**src/rtl/uart_tx_arb.sv**
```systemverilog
`default_nettype none
// ============================================================================
// Module   : uart_tx_arb
// Brief    : Two-requester arbiter feeding a single UART transmitter; issues a
//            one-cycle start pulse and tracks the transmitter busy handshake.
//            Round-robin by default; define UART_ARB_FIXED_PRIO_EN for fixed
//            priority (requester 0 wins simultaneous requests).
// Revision : 1.0  initial release
// ============================================================================
module uart_tx_arb #(
  parameter int BUSY_WAIT = 4
) (
  input  logic       clk,
  input  logic       rst,
  input  logic [7:0] i_req0_data,
  input  logic       i_req0_valid,
  output logic       o_req0_ready,
  input  logic [7:0] i_req1_data,
  input  logic       i_req1_valid,
  output logic       o_req1_ready,
  output logic [7:0] o_uart_data,
  output logic       o_uart_en,
  input  logic       i_uart_busy,
  output logic       o_grant,
  output logic       o_arb_busy,
  output logic       o_drop
);

  typedef enum logic [1:0] {
    IDLE    = 2'd0,
    ISSUE   = 2'd1,
    WAIT_HI = 2'd2,
    WAIT_LO = 2'd3
  } state_t;

  localparam logic [7:0] C_TIMEOUT_LAST = 8'(BUSY_WAIT - 1);

  state_t     state_q, state_d;
  logic [7:0] data_q, data_d;
  logic       grant_q, grant_d;
  logic       drop_q, drop_d;
  logic [7:0] cnt_q, cnt_d;

  logic       w_win;
  logic       w_can_accept;
  logic       w_accept;

`ifdef UART_ARB_FIXED_PRIO_EN
  assign w_win = ~i_req0_valid;
`else
  // Both pending: the requester not served last time wins.
  assign w_win = (i_req0_valid & i_req1_valid) ? ~grant_q : i_req1_valid;
`endif

  assign w_can_accept = (state_q == IDLE) & ~i_uart_busy & ~rst;
  assign o_req0_ready = w_can_accept & i_req0_valid & ~w_win;
  assign o_req1_ready = w_can_accept & i_req1_valid & w_win;
  assign w_accept     = o_req0_ready | o_req1_ready;

  assign o_uart_data = data_q;
  assign o_uart_en   = (state_q == ISSUE);
  assign o_grant     = grant_q;
  assign o_arb_busy  = (state_q != IDLE);
  assign o_drop      = drop_q;

  always_comb begin
    state_d = state_q;
    data_d  = data_q;
    grant_d = grant_q;
    drop_d  = 1'b0;
    cnt_d   = cnt_q;
    case (state_q)
      IDLE: begin
        if (w_accept) begin
          data_d  = w_win ? i_req1_data : i_req0_data;
          grant_d = w_win;
          state_d = ISSUE;
        end
      end
      ISSUE: begin
        state_d = WAIT_HI;
        cnt_d   = 8'd0;
      end
      WAIT_HI: begin
        if (i_uart_busy) begin
          state_d = WAIT_LO;
        end else if (cnt_q == C_TIMEOUT_LAST) begin
          state_d = IDLE;
          drop_d  = 1'b1;
        end else begin
          cnt_d = cnt_q + 8'd1;
        end
      end
      WAIT_LO: begin
        if (!i_uart_busy) begin
          state_d = IDLE;
        end
      end
      default: state_d = IDLE;
    endcase
  end

  // grant resets to 1 so requester 0 wins the first contested round.
  always_ff @(posedge clk or posedge rst) begin
    if (rst) begin
      state_q <= IDLE;
      data_q  <= 8'h00;
      grant_q <= 1'b1;
      drop_q  <= 1'b0;
      cnt_q   <= 8'd0;
    end else begin
      state_q <= state_d;
      data_q  <= data_d;
      grant_q <= grant_d;
      drop_q  <= drop_d;
      cnt_q   <= cnt_d;
    end
  end

endmodule
`default_nettype wire
```
**config.mk**
```make
export PLATFORM = sky130hd
export DESIGN_NAME = uart_tx_arb
export DESIGN_NICKNAME = d
export VERILOG_FILES = /design/src/rtl/uart_tx_arb.sv
export SDC_FILE = /design/constraint.sdc
export NUM_CORES = 1
export LEC_CHECK = 0
export ABC_CLOCK_PERIOD_IN_PS = 1560
export CAP_MARGIN = 15
export CORE_ASPECT_RATIO = 0.9
export CORE_UTILIZATION = 42
export DETAILED_ROUTE_END_ITERATION = 7
export PLACE_DENSITY_LB_ADDON = 0.3
export SYNTH_ARGS = -nofsm -noshare
export SYNTH_HDL_FRONTEND = slang
export SYNTH_SLANG_ARGS = --single-unit
```
**constraint.sdc**
```tcl
create_clock -name clk -period 1.56 [get_ports clk]
set_input_delay 0.156 -clock clk [delete_from_list [all_inputs] [get_ports clk]]
set_output_delay 0.156 -clock clk [all_outputs]
set_load 0.005 [all_outputs]
```
==> out/metrics.csv, run 1 <==
metric,value,unit
initial_core_util,44.17,%
synthFlopType,dfrtp_1,
die_y,53.00,microns
path_clk_slew,110,ps
dpl_cell_area,1724,sq um
crit_type,reg2out,
syn_nets,144,
drc,0,
layout_common_cells,"clkdlybuf4s50_1 (30), dfrtp_1 (19), buf_4 (19), nor2_1 (14), nand2_1 (11)",
power_frac_seq,28.6,%
syn2layout_area_growth,55.15,%
p_leak,0.8368,nW
grt.overflow.total,0,
nFillCells,211,
mostFrequentLayoutCell,clkdlybuf4s50_1,
rr_worst_depth,8,
wl_per_cell,12.86,microns
crit_path_max_incr_delay,400,ps
cp_top_family,simple AND/OR/NAND/NOR gates,
crit_chain,inv_2 -> ha_4 -> or3b_4 -> and2b_2 -> buf_6,
grt_pass1_vias,1059,
pwr-share-comb,55.9,%
clock_latency,300,ps
yosys_warnings,0,
final_max_slew_viol_count,0,
ant_nets,0,
drt_iter0_drc,24,
die_area,3109,sq um
async_reset_ff_share,100.0,%
cts_max_path_buffers,2,
stdcell_count,215,
drv_cap,0,
finalSetupViolCount,8,
rows,18,
io_buffers,34,
viasPerCell,5.009,
p_clk_share,15.6,%
skew,2.062,ps
p_sw,0.8895,mW
fmax,0.5574,GHz
grt_max_degree,17,
vias,1077,
max_slew_margin,79.01,%
r2r_setup_slack,-60,ps
worstPathRequired,1400,ps
cpMaxStageDelayCell,dfrtp_1,
yosysUniqueCellTypes,42,
cts_made_buffers,3,
core-area,2748,sq um
synth-seq-cells,20,
htreeDepth,1,
hold_class,in2async,
finalWeightedCongestion,0.8371,
crit_fanout,3,
violations,negative setup slack,
gr-usage-all-layers,19.84,%
antenna_found_initial,0,
die_x,58.67,microns
routed_wirelength,2765,microns
ir_drop,1.052,mV
status,"finished, violations left",
grt_pass1_wl,4616,microns
cts_tree,done,
layout.nets,203,
ys_seq_area_share,41.34,%
regToRegStartpoint,state_q[0]$_DFFE_PP0P_,
rsz0062_at_grt,yes,
io_pins,35,
startpoint_type,flip-flop,
worstPathArrival,1640,ps
worstMarginPinSlew,312.6,ps
avgSynthCellArea,10.37,sq um
synthesis.area,1214,sq um
drive_above_1_share,33.71,%
syn_inst,117,
path_buf_inv,2,
hold_viol_final,0,
clock-sinks,20,
drt-pass1-iter-count,4,
cp-end-kind,output pin,
internal_power,1.819,mW
place_hpwl,2076,microns
period_share,115.0,%
worst_slack,-234.1,ps
cts_hold_buf,0,
reg2reg_to,o_uart_data[2]$_DFFE_PP0P_,
root_buffer,clkbuf_4,
place_inst,205,
n_antenna_cell,0,
swShare,32.84,%
fin_crit,1794,ps
synth-edff-count,0,
power_density,1438,nW/um^2
design_area,1883,sq um
-- timing repair --
| item | 4_1_cts | 5_1_grt |
|---|---|---|
| pin swaps | 3 | 6 |
| gates cloned | 1 | 0 |
| gates resized for setup | 17 | 11 |
| setup buffers | 3 | 3 |
| setup endpoints to repair | 20 | 18 |
-- worst min-delay path, delay by kind of cell --
kind     cells  cell delay, ps
buf+inv      3             760
-- layer usage --
metal	share of wire, %	vias up	GRT usage [%]
met4	1.7	0	6.746
met2	48	36	35.63
met5	0	-	0
met3	6.6	4	4.401
met1	44	511	23.43
li1	-	526	-
-- how the worst max path moves through the flow --
stage | startpoint | end | slack, ps | cells past startpoint
after floorplan | state_q[0]$_DFFE_PP0P_ | o_uart_data[2]$_DFFE_PP0P_ | 8 | 7
after global placement | i_uart_busy | o_req1_ready | -320 | 4
after detailed placement | i_uart_busy | o_req1_ready | -340 | 4
after CTS | state_q[0]$_DFFE_PP0P_ | o_req1_ready | -220 | 5
after global routing | state_q[0]$_DFFE_PP0P_ | o_req1_ready | -320 | 5
final | state_q[0]$_DFFE_PP0P_ | o_req1_ready | -230 | 5
-- power by group through the flow --
stage / clock [mW] / sequential (mW) / combinational [mW]
2_1_floorplan: 0 / 0.807 / 0.713
3_3_place_gp: 0 / 0.772 / 1.37
3_5_place_dp: 0 / 0.779 / 1.41
4_1_cts: 0.433 / 0.772 / 1.45
5_1_grt: 0.462 / 0.794 / 1.68
6_report: 0.422 / 0.773 / 1.51
-- registers in the layout (all words and copies together) (netlist names) --
signal,flops
cnt_q,8
o_drop,1
o_grant,1
o_uart_data,8
state_q,2
-- cell type report --
| type | count | area [sq um] | area share (%) |
|---|---|---|---|
| Clock buffer | 3 | 22.52 | 1.196 |
| Inverter | 6 | 22.52 | 1.196 |
| Tap cell | 40 | 50.05 | 2.658 |
| Clock inverter | 1 | 30.03 | 1.595 |
| Sequential cell | 20 | 501.7 | 26.64 |
| Timing Repair Buffer | 57 | 533.0 | 28.31 |
| Multi-Input combinational cell | 88 | 723.2 | 38.41 |
-- kinds of logic after synthesis --
| family | Yosys count | synth area share (%) |
|---|---|---|
| AND/OR/NAND/NOR | 42 | 20.72 |
| AO/OA/AOI/OAI | 28 | 17.84 |
| flip-flops | 20 | 41.34 |
| buffers and inverters | 10 | 5.154 |
| multiplexers | 8 | 6.598 |
| adder cells (fa/ha/maj) | 6 | 6.185 |
| XOR/XNOR | 3 | 2.165 |
-- Yosys cell counts, drive strengths merged, types with 2 or more instances --
cell / count / share of area [%]
a211oi: 2 / 1.2
a21o: 3 / 2.0
nand3: 2 / 1.2
inv: 6 / 1.9
ha: 6 / 6.2
nor2: 17 / 7.0
mux2i: 8 / 6.6
a22o: 2 / 1.4
buf: 3 / 3.0
o21ai: 4 / 1.6
and2b: 2 / 1.4
nand2: 11 / 3.4
a21oi: 9 / 4.3
xnor2: 3 / 2.2
dfrtp: 19 / 39
-- stage by stage --
step	hold slack [ps]	setup WS, ps	utilization [%]	TNS [ps]	total power [mW]
global placement	484.5	-316.2	62.75	-1456	2.140
global route	243.9	-315.4	68.53	-1249	2.936
CTS	227.6	-224.6	66.58	-516.1	2.656
floorplan	119.1	7.670	-	0	1.520
finish	226.3	-234.1	68.53	-593.0	2.709
detailed placement	514.2	-340.9	62.75	-2062	2.192
No activity file was read; power rests on OpenSTA's default activity.
==> run 2: changes to the inputs <==
--- a/config.mk
+++ b/config.mk
@@ -5,7 +5,7 @@
 export SDC_FILE = /design/constraint.sdc
 export NUM_CORES = 1
 export LEC_CHECK = 0
-export ABC_CLOCK_PERIOD_IN_PS = 1560
+export ABC_CLOCK_PERIOD_IN_PS = 1640
 export CAP_MARGIN = 15
 export CORE_ASPECT_RATIO = 0.9
 export CORE_UTILIZATION = 42
==> constraint.sdc (replaced) <==
create_clock -name clk -period 1.64 [get_ports clk]
set_input_delay 0.164 -clock clk [delete_from_list [all_inputs] [get_ports clk]]
set_output_delay 0.164 -clock clk [all_outputs]
set_load 0.005 [all_outputs]
==> run 2 against run 1 <==
Effect of this change: the flow still finishes with violations (negative setup slack); total power fell by 5.9%; core utilization shrank 1.5 points; clock power is 46% lower; critical endpoint unchanged; largest power group unchanged.
==> out/metrics.csv, run 2 (synthesized netlist as in run 1, its figures left out) <==
metric,value,unit,change
design_area,1841,sq um,-2.3%
ir_drop,0.5988,mV,-43%
routed_wirelength,2741,microns,-0.87%
cts_max_path_buffers,2,,unchanged
grt_max_degree,21,,+4
p_clk_share,9.0,%,-6.6 points
drc,0,,unchanged
mostFrequentLayoutCell,clkdlybuf4s50_1,,
antenna_found_initial,0,,unchanged
violations,negative setup slack,,
power_frac_seq,29.6,%,+1.0 points
hold_viol_final,0,,unchanged
gr-usage-all-layers,19.40,%,-0.44 points
syn2layout_area_growth,51.65,%,
startpoint_type,flip-flop,,
topRoutingLayerUsed,met4,,
die_y,53.00,microns,unchanged
io_buffers,34,,unchanged
die_area,3109,sq um,unchanged
cts_made_buffers,3,,unchanged
rsz0062_at_grt,yes,,
viasPerCell,4.899,,-2.2%
cp-end-kind,output pin,,
htreeDepth,1,,unchanged
place_hpwl,1940,microns,-6.5%
status,"finished, violations left",,
drt_iter0_drc,35,,+46%
grt_pass1_vias,995,,-6.0%
internal_power,1.673,mW,-8.0%
wl_met1,1153,microns,-4.7%
final_max_slew_viol_count,0,,unchanged
finalPower,2.549,mW,-5.9%
period_share,112.1,%,
path_clk_slew,100,ps,about the same
core-area,2748,sq um,unchanged
root_buffer,clkbuf_4,,
n_antenna_cell,0,,unchanged
utilization,66.99,%,-1.5 points
p_leak,0.8265,nW,-1.2%
finalWeightedCongestion,0.8149,,-2.7%
nFillCells,226,,+7.1%
fin_crit,1838,ps,
ant_nets,0,,unchanged
power_density,1385,nW/um^2,-3.7%
hold_ws,349.5,ps,+123.2 ps
max_slew_margin,76.88,%,-2.1 points
swShare,34.37,%,+1.5 points
fmax,0.5440,GHz,
vias,1063,,-1.3%
worst_slack,-198.4,ps,+35.70 ps
rows,18,,unchanged
initial_core_util,44.17,%,unchanged
worstMarginPinSlew,345.5,ps,+32.92 ps
wl_met3,79,microns,-57%
drv_cap,0,,unchanged
pwr-share-comb,61.4,%,+5.5 points
r2r_setup_slack,-120,ps,-60 ps
hold_class,in2async,,
io_pins,35,,unchanged
crit_fanout,4,,+1
worstPathRequired,1480,ps,+80 ps
crit_type,reg2out,,
cts_hold_buf,0,,unchanged
cp_top_family,simple AND/OR/NAND/NOR gates,,
cts_tree,done,,
crit_path_max_incr_delay,420,ps,+20 ps
layout_common_cells,"clkdlybuf4s50_1 (30), buf_4 (23), dfrtp_1 (19), nor2_1 (12), nand2_1 (10)",,
worstPathArrival,1670,ps,+30 ps
finalSetupViolCount,4,,-4
dpl_cell_area,1677,sq um,-2.8%
grt.overflow.total,0,,unchanged
die_x,58.67,microns,unchanged
clock-sinks,20,,unchanged
cpMaxStageDelayCell,or3b_4,,
p_sw,0.8762,mW,-1.5%
drive_above_1_share,33.33,%,-0.38 points
layout.nets,205,,+0.99%
drt-pass1-iter-count,4,,unchanged
crit_chain,inv_2 -> ha_4 -> or3b_4 -> and2b_2 -> buf_6,,
place_ws,-305.4,ps,+35.52 ps
skew,0.7475,ps,-1.314 ps
path_buf_inv,2,,unchanged
wl_per_cell,12.63,microns,-1.8%
grt_pass1_wl,4464,microns,-3.3%
wl_met2,1472,microns,+11%
clock_latency,290,ps,about the same
==> run 2: cell count changes in the layout (fill, tap and decap cells not counted), moves of 2 or more <==
cell	change
nor2_1	-2
a21oi_1	+4
a211oi_2	-2
buf_4	+4
buf_12	-2
dlygate4sd2_1	-2
a211oi_1	+2
nor2_2	+2
buf_6	+2
a21oi_2	-4
==> run 2: metrics by stage <==
stage | setup TNS [ps] | std cells
global placement | -589.3 | 202
detailed placement | -622.9 | 202
floorplan | 0 | 117
finish | -546.3 | 217
global route | -990.6 | 217
CTS | -381.5 | 210
==> run 2: power groups by stage <==
stage | clock [mW] | combinational (mW) | sequential [mW]
4_1_cts | 0.244 | 1.36 | 0.749
2_1_floorplan | 0 | 0.634 | 0.768
3_3_place_gp | 0 | 1.22 | 0.746
3_5_place_dp | 0 | 1.26 | 0.756
5_1_grt | 0.267 | 1.71 | 0.777
6_report | 0.229 | 1.57 | 0.755
==> run 2: final timing paths <==
path,startpoint,endpoint,depth (start not counted)
worst max-delay path,state_q[1]$_DFFE_PP0P_,o_req1_ready,5
min in group clk,i_req0_data[5],o_uart_data[5]$_DFFE_PP0P_,3
max in group asynchronous,rst,o_grant$_DFFE_PP1P_,4
worst min register to register,o_grant$_DFFE_PP1P_,o_grant$_DFFE_PP1P_,2
worst min-delay path,rst,state_q[1]$_DFFE_PP0P_,4
worst max register to register,state_q[1]$_DFFE_PP0P_,state_q[1]$_DFFE_PP0P_,8
==> run 2: final cells by class <==
type / instances / area [sq um] / share of cell area [%]
clock buffers: 4 / 26.28 / 1.428
inverters: 6 / 22.52 / 1.224
multi-input cells: 87 / 701.9 / 38.14
flip-flops and latches: 20 / 501.7 / 27.26
well taps: 40 / 50.05 / 2.719
repair buffers: 60 / 538.0 / 29.23
==> run 2: repair_timing <==
action                     4_1_cts  5_1_grt
buffers inserted                 4        8
resized for setup               16       20
pin swaps                        2        4
setup endpoints to repair        4       11
==> run 2: tightest hold or removal path: cells and delay by family <==
kind     cells  cell delay (ps)
buf+inv      4              860
==> run 2: layer usage <==
metal | up-vias | GRT usage (%)
li1 | 531 | -
met4 | 0 | 4.762
met2 | 21 | 35.82
met1 | 507 | 22.80
met3 | 4 | 4.401
met5 | - | 0
